==> src/rtl/clk_div_pkg.sv <==
// clk_div_pkg
//   Shared definitions for the half-integer clock divider controller and its core.
//   state_t   : controller states (IDLE, RUN, DRAIN, STOP)
//   MIN_RATIO : smallest legal ratio code R (divide factor R/2)
package clk_div_pkg;

  typedef enum logic [1:0] {
    IDLE,
    RUN,
    DRAIN,
    STOP
  } state_t;

  localparam int MIN_RATIO = 4;

endpackage

==> src/rtl/clk_div_frac_core.sv <==
// clk_div_frac_core
//   Half-integer divider core. A window is R clk_in cycles (2R half-cycles, two output
//   periods). Each period is R half-cycles long and high for floor(R/2) half-cycles.
// Ports
//   clk_in  in   source clock (counter on posedge, one phase flop on negedge)
//   rst     in   asynchronous active-high reset
//   ratio   in   ratio code R applied to the current window (held stable within a window)
//   run     in   core produces a window next cycle
//   restart in   next cycle is cycle 0 of a fresh window (controller leaving IDLE)
//   wrap    out  last cycle of the current window
//   clk_out out  divided clock
module clk_div_frac_core
  import clk_div_pkg::*;
#(
  parameter int RATIO_W = 6
) (
  input  logic               clk_in,
  input  logic               rst,
  input  logic [RATIO_W-1:0] ratio,
  input  logic               run,
  input  logic               restart,
  output logic               wrap,
  output logic               clk_out
);

  logic [RATIO_W-1:0] cnt;
  logic [RATIO_W-1:0] cnt_next;
  logic               run_q;
  logic               pos_hi;
  logic               neg_hi;

  // Each phase flop holds its value for two half-cycles, so clk_out is the OR of the
  // two flops. Storing "high and the following half is also high" (index < floor(R/2)-1)
  // makes the OR reproduce exactly floor(R/2) high half-cycles per period without
  // ever muxing on the clock itself.
  function automatic logic lead_high(input logic [RATIO_W:0] h, input logic [RATIO_W-1:0] r);
    logic [RATIO_W:0] r_ext;
    logic [RATIO_W:0] h_mod;
    logic [RATIO_W:0] lim;
    r_ext = {1'b0, r};
    h_mod = (h >= r_ext) ? (h - r_ext) : h;
    lim   = {2'b00, r[RATIO_W-1:1]} - 1'b1;
    return h_mod < lim;
  endfunction

  assign wrap    = run_q && (cnt == ratio - 1'b1);
  assign clk_out = pos_hi | neg_hi;

  // Counter restarts at 0 for a fresh window or after the last cycle of a window.
  always_comb begin
    cnt_next = '0;
    if (run && !restart && !wrap) begin
      cnt_next = cnt + 1'b1;
    end
  end

  // Posedge phase: covers even half-cycle h = 2*cnt of the cycle being entered.
  always_ff @(posedge clk_in or posedge rst) begin
    if (rst) begin
      cnt    <= '0;
      run_q  <= 1'b0;
      pos_hi <= 1'b0;
    end else begin
      cnt    <= cnt_next;
      run_q  <= run;
      pos_hi <= run && lead_high({cnt_next, 1'b0}, ratio);
    end
  end

  // Negedge phase: covers odd half-cycle h = 2*cnt+1 of the current cycle.
  always_ff @(negedge clk_in or posedge rst) begin
    if (rst) begin
      neg_hi <= 1'b0;
    end else begin
      neg_hi <= run_q && lead_high({cnt, 1'b1}, ratio);
    end
  end

endmodule

==> src/rtl/clk_div_ratio_ctrl.sv <==
// clk_div_ratio_ctrl
//   Runtime controller for the half-integer clock divider. Holds the active ratio code,
//   accepts new codes over a valid/ready port and applies them only at a window boundary,
//   and starts/stops the divided clock only on window boundaries.
// Ports
//   clk_in    in   source clock
//   rst       in   asynchronous active-high reset
//   en        in   1 = run divided clock, 0 = stop at next window boundary
//   cfg_valid in   new ratio request
//   cfg_ratio in   requested ratio code R (divide factor R/2)
//   cfg_ready out  request can be accepted (IDLE, RUN)
//   cfg_err   out  one-cycle pulse after an accepted request with R < MIN_RATIO
//   busy      out  ratio change pending (DRAIN)
//   cur_ratio out  ratio code currently applied
//   clk_out   out  divided clock
module clk_div_ratio_ctrl
  import clk_div_pkg::*;
#(
  parameter int RATIO_W     = 6,
  parameter int RESET_RATIO = 9
) (
  input  logic               clk_in,
  input  logic               rst,
  input  logic               en,
  input  logic               cfg_valid,
  input  logic [RATIO_W-1:0] cfg_ratio,
  output logic               cfg_ready,
  output logic               cfg_err,
  output logic               busy,
  output logic [RATIO_W-1:0] cur_ratio,
  output logic               clk_out
);

  localparam logic [RATIO_W-1:0] MIN_CODE   = RATIO_W'(MIN_RATIO);
  localparam logic [RATIO_W-1:0] RESET_CODE = RATIO_W'(RESET_RATIO);

  state_t             state;
  state_t             state_next;
  logic [RATIO_W-1:0] pending;
  logic [RATIO_W-1:0] pending_next;
  logic [RATIO_W-1:0] cur_next;
  logic               err_next;
  logic               xfer;
  logic               legal;
  logic               wrap;
  logic               core_run;
  logic               core_restart;

  assign cfg_ready = (state == IDLE) || (state == RUN);
  assign busy      = (state == DRAIN);
  assign xfer      = cfg_valid && cfg_ready;
  assign legal     = (cfg_ratio >= MIN_CODE);

  // The core runs whenever the controller will be outside IDLE next cycle, so a window
  // starts on the same posedge that sees en=1 in IDLE. A legal request in RUN takes
  // priority over en=0; the DRAIN exit then decides between RUN and IDLE.
  always_comb begin
    state_next   = state;
    pending_next = pending;
    cur_next     = cur_ratio;
    err_next     = xfer && !legal;
    case (state)
      IDLE: begin
        if (xfer && legal) begin
          cur_next = cfg_ratio;
        end
        if (en) begin
          state_next = RUN;
        end
      end
      RUN: begin
        if (xfer && legal) begin
          pending_next = cfg_ratio;
          state_next   = DRAIN;
        end else if (!en) begin
          state_next = wrap ? IDLE : STOP;
        end
      end
      DRAIN: begin
        if (wrap) begin
          cur_next   = pending;
          state_next = en ? RUN : IDLE;
        end
      end
      STOP: begin
        if (wrap) begin
          state_next = en ? RUN : IDLE;
        end
      end
      default: state_next = IDLE;
    endcase
  end

  assign core_run     = (state_next != IDLE);
  assign core_restart = (state == IDLE);

  // Controller registers; reset discards any pending request.
  always_ff @(posedge clk_in or posedge rst) begin
    if (rst) begin
      state     <= IDLE;
      pending   <= RESET_CODE;
      cur_ratio <= RESET_CODE;
      cfg_err   <= 1'b0;
    end else begin
      state     <= state_next;
      pending   <= pending_next;
      cur_ratio <= cur_next;
      cfg_err   <= err_next;
    end
  end

  clk_div_frac_core #(
    .RATIO_W(RATIO_W)
  ) u_core (
    .clk_in (clk_in),
    .rst    (rst),
    .ratio  (cur_ratio),
    .run    (core_run),
    .restart(core_restart),
    .wrap   (wrap),
    .clk_out(clk_out)
  );

endmodule

==> config.mk <==
export PLATFORM = sky130hd
export DESIGN_NAME = clk_div_ratio_ctrl
export DESIGN_NICKNAME = d
export VERILOG_FILES = /design/src/rtl/clk_div_pkg.sv /design/src/rtl/clk_div_frac_core.sv /design/src/rtl/clk_div_ratio_ctrl.sv
export SDC_FILE = /design/constraint.sdc
export NUM_CORES = 1
export LEC_CHECK = 0
export CAP_MARGIN = 10
export CORE_UTILIZATION = 33
export CTS_CLUSTER_DIAMETER = 100
export DETAILED_ROUTE_END_ITERATION = 8
export GPL_TIMING_DRIVEN = 0
export SLEW_MARGIN = 15
export SYNTH_ARGS = -nofsm -noshare
export SYNTH_HDL_FRONTEND = slang
export SYNTH_HIERARCHICAL = 1
export SYNTH_SLANG_ARGS = --single-unit
==> constraint.sdc <==
create_clock -name clk_in -period 13.53 [get_ports clk_in]
set_input_delay 1.353 -clock clk_in [delete_from_list [all_inputs] [get_ports clk_in]]
set_output_delay 1.353 -clock clk_in [all_outputs]
set_load 0.05 [all_outputs]
==> results of run 1 <==
-- critical path, cell delays in order, from the launching register on --
cell	delay, ns
dfrtp_1	0.49
inv_1	0.11
ha_1	0.14
inv_1	0.06
fa_1	0.40
a21oi_1	0.16
o21bai_1	0.12
a21oi_1	0.55
mux2_2	0.41
ha_1	0.27
nand3_1	0.08
nor3_1	0.21
nor4b_1	0.08
-- how the worst max path moves through the flow --
stage,end,slack [ns],depth (start not counted)
CTS,u_core/neg_hi,3.57,12
finish,u_core/neg_hi,3.54,12
detailed placement,u_core/neg_hi,3.59,12
floorplan,u_core/neg_hi,3.60,10
global placement,u_core/neg_hi,3.59,12
global route,u_core/neg_hi,3.29,13
-- stage by stage --
step	worst slack [ns]	util (%)	instances	cell area [um2]	hold slack [ns]
finish	3.54	39.4	332	2660	0.500
global route	3.29	39.4	332	2660	0.528
CTS	3.57	39.4	332	2660	0.509
detailed placement	3.59	38.4	328	2590	0.483
global placement	3.59	38.4	328	2590	0.469
floorplan	3.60	-	229	2300	0.460
-- power by group --
group	total [mW]	switching [mW]	internal, mW	leakage, nW
clock network	0.0642	0.0246	0.0396	0.0357
logic	0.00526	0.00259	0.00266	0.831
registers	0.0718	0	0.0718	0.285
-- synthesized netlist by cell type (all sizes together) (2+ instances only) --
library cell	number	area [um2]
o21bai	5	37.5
nor2	19	73.8
o32ai	2	36.3
or2	3	18.8
inv	20	75.1
o31ai	2	28.8
nor3	2	10.0
xnor2	13	114
and3	3	18.8
nor2b	2	15.0
a21oi	15	78.8
buf	4	38.8
nand2	8	30.0
o221a	2	22.5
o21ai	5	36.3
dfstp	4	105
xor2	6	52.6
mux2	21	259
nand3	9	57.6
o211ai	2	15.0
nor4	3	18.8
ha	27	338
dfrtp	19	475
fa	2	40.0
a21o	4	30.0
mux2i	2	20.0
a2111oi	2	17.5
o22ai	4	25.0
or3	2	17.5
a31oi	2	18.8
nand2b	3	18.8
-- cell usage in the layout, fill, tap and decap left out, drive strengths merged, types with 2 or more instances in the layout --
cell type | netlist | final
ha | 27 | 27
mux2 | 21 | 21
inv | 20 | 20
dfrtp | 19 | 19
clkdlybuf4s50 | 0 | 19
nor2 | 19 | 19
a21oi | 15 | 15
xnor2 | 13 | 13
nand3 | 9 | 9
nand2 | 8 | 8
xor2 | 6 | 6
o21bai | 5 | 5
o21ai | 5 | 5
dfstp | 4 | 4
a21o | 4 | 4
o22ai | 4 | 4
buf | 4 | 4
nand2b | 3 | 3
nor4 | 3 | 3
clkbuf | 0 | 3
or2 | 3 | 3
and3 | 3 | 3
o221a | 2 | 2
nor3 | 2 | 2
o211ai | 2 | 2
a2111oi | 2 | 2
mux2i | 2 | 2
fa | 2 | 2
o32ai | 2 | 2
nor2b | 2 | 2
a31oi | 2 | 2
o31ai | 2 | 2
or3 | 2 | 2
-- state kept, by name, indices dropped and copies added, names as in the netlist --
register,cells
state,2
u_core/neg_hi,1
pending,6
u_core/run_q,1
u_core/cnt,6
u_core/pos_hi,1
cfg_err,1
cur_ratio,6
-- cell type report --
type | count | share of cell area, %
clock buffers | 3 | 1.55
multi-input cells | 181 | 59.4
well taps | 80 | 3.76
repair buffers | 19 | 7.14
inverters | 20 | 2.82
plain buffers | 4 | 1.46
clock inverters | 1 | 1.13
flip-flops and latches | 24 | 22.7
-- kinds of logic (layout without fill, tap and decap cells) --
| group | count (synthesis) | after routing | synth area share, % |
|---|---|---|---|
| flops | 24 | 24 | 26.3 |
| xor+xnor | 19 | 19 | 7.23 |
| compound gates | 51 | 51 | 18.6 |
| buf+inv | 24 | 47 | 4.95 |
| simple gates | 59 | 59 | 14.4 |
| mux | 23 | 23 | 12.1 |
| fa+ha+maj | 29 | 29 | 16.4 |
-- metal layers --
layer  track usage (%)  vias up  wire (um)
met5                 0        -          0
met4              3.64        0         46
met3              2.50        4         99
met2              26.0       22       2450
met1              20.9      807       2460
li1                  -      876          -
==> key figures, run 1 <==
Clock tree
  – TritonCTS clock tree: yes
  – CTS max path bufs: 2
  – Worst-Skew Late Latency: 0.28 ns
  – Clock root buffer: clkbuf_8
  – CTS Sinks: 24
  – Post CTS Setup Buffer Count: 0
  – Post-cts hold buffer count: 0
  – CTS H-tree lvls: 1
  – Num CTS Buffers: 3
  – Clk slew on worst S/H paths: 0.09 ns
  – # resized after CTS: 0

Power and ir drop
  – IR drop worst, VDD: 0.0000284 V
  – Leak: 1.15 nW
  – Total power: 141 uW
  – Pwr dens: 53.0 nW/um2

Placed design
  – GP Congestion: 0.808
  – Number of port buffers: 19
  – Dpl hpwl: 4040 um

Synth
  – Post-Synthesis Cells: 229
  – Syn_area_per_cell: 10.1 um2
  – Register area share after synthesis: 26.3%
  – Main flop type after synthesis: dfrtp_1
  – Synthesized flop and latch total: 24
  – Yosys cell types: 56
  – Mapped Nets: 268
  – Asr flop ratio synth: 100%
  – Cell Area, Synth: 2300 um2
  – Yosys warns: 6
  – Number of synthesized flops with an enable pin: 0

STA
  – Final setup viols: 0
  – Slew at the pin closest to its max-slew limit: 0.633 ns
  – Unrepaired setup endpoints after global routing: no
  – Final setup skew: 0.0107 ns
  – Final-report max-slew violation count: 0
  – Rel. slew slack: 57.8%
  – Hold Vio Cnt, Final: 0
  – Setup TNS Final: 0 ns

Global routing
  – Number of antenna violations at the first check in global routing: 0
  – Vias in the first global route: 1778
  – First-pass GRT wire length: 8810 um
  – Largest net degree at the start of global routing: 16
  – Aggregate global routing overflow: 0
  – GRT Util Overall: 15.5%

Setup path
  – R2R Setup Slk: 3.54 ns
  – Worst-path maximum fanout: 7
  – Worst reg2reg path startpoint: u_core/cnt[0]
  – CP Class: flop to flop
  – Crit start category: flop
  – Critical Path Start: u_core/cnt[0]
  – WP data required: 6.89 ns
  – Length in cells of the worst reg-to-reg path: 12
  – RR Endpoint: u_core/neg_hi
  – WP data arrival: 3.35 ns
  – Nature of the critical path endpoint: flop

Flow run
  – Max-Cap Viols: 0

Worst hold path
  – WHS Path Cells: 1
  – Hold Crit Endpoint: pending[5]
  – HP Class: flop to flop
  – Hold wc startpoint: pending[5]

Final layout
  – Multi-input logic area: 1580 um2
  – Layout Nets: 292
  – Layout cells sized above 1: 18.3%
  – Register area: 606 um2
  – Fill cells: 679
  – ANT cells: 0
  – Area growth syn-to-layout: 15.7%

Run status
  – Run status: complete, no violations

Die
  – Die area: 7310 um2
  – I/O pins: 20
  – Die Span Y: 85.5 um
  – Die Wd: 85.5 um
  – Row cnt: 30
  – Core Area: 6760 um2
  – Starting density of the core: 34.1%

Detailed routing
  – Drt pass-1 iters: 4
  – DRC viols: 0
  – DR WL/cell: 15.2 um
  – Vias: 1709
  – Final wirelength: 5060 um
  – Post-route ant nets: 0
  – Vias per cell: 5.15
  – Initial DRC count: 80
No activity file was read; power rests on OpenSTA's default activity.
==> run 2: changes to the inputs <==
- clock period: 13.53 -> 9.1 ns (I/O delays scaled with it)
==> results of run 2 <==
Same layout as run 1 (identical final DEF). Status: complete, no violations.
Main changes from that run: setup slack after placement 3.59 ns -> 1.38 ns; setup slack after layout 3.54 ns -> 1.32 ns; register-to-register setup slack 3.54 ns -> 1.32 ns; total power 0.141 mW -> 0.210 mW; worst IR drop on VDD 0.0000284 V -> 0.0000423 V
==> run 3: changes to the inputs <==
- SLEW_MARGIN: 15 -> 0
==> results of run 3 <==
Same layout as run 1 (identical final DEF). Status: complete, no violations.
Main changes from that run: setup slack after placement 3.59 ns -> 1.38 ns; setup slack after layout 3.54 ns -> 1.32 ns; register-to-register setup slack 3.54 ns -> 1.32 ns; total power 0.141 mW -> 0.210 mW; worst IR drop on VDD 0.0000284 V -> 0.0000423 V
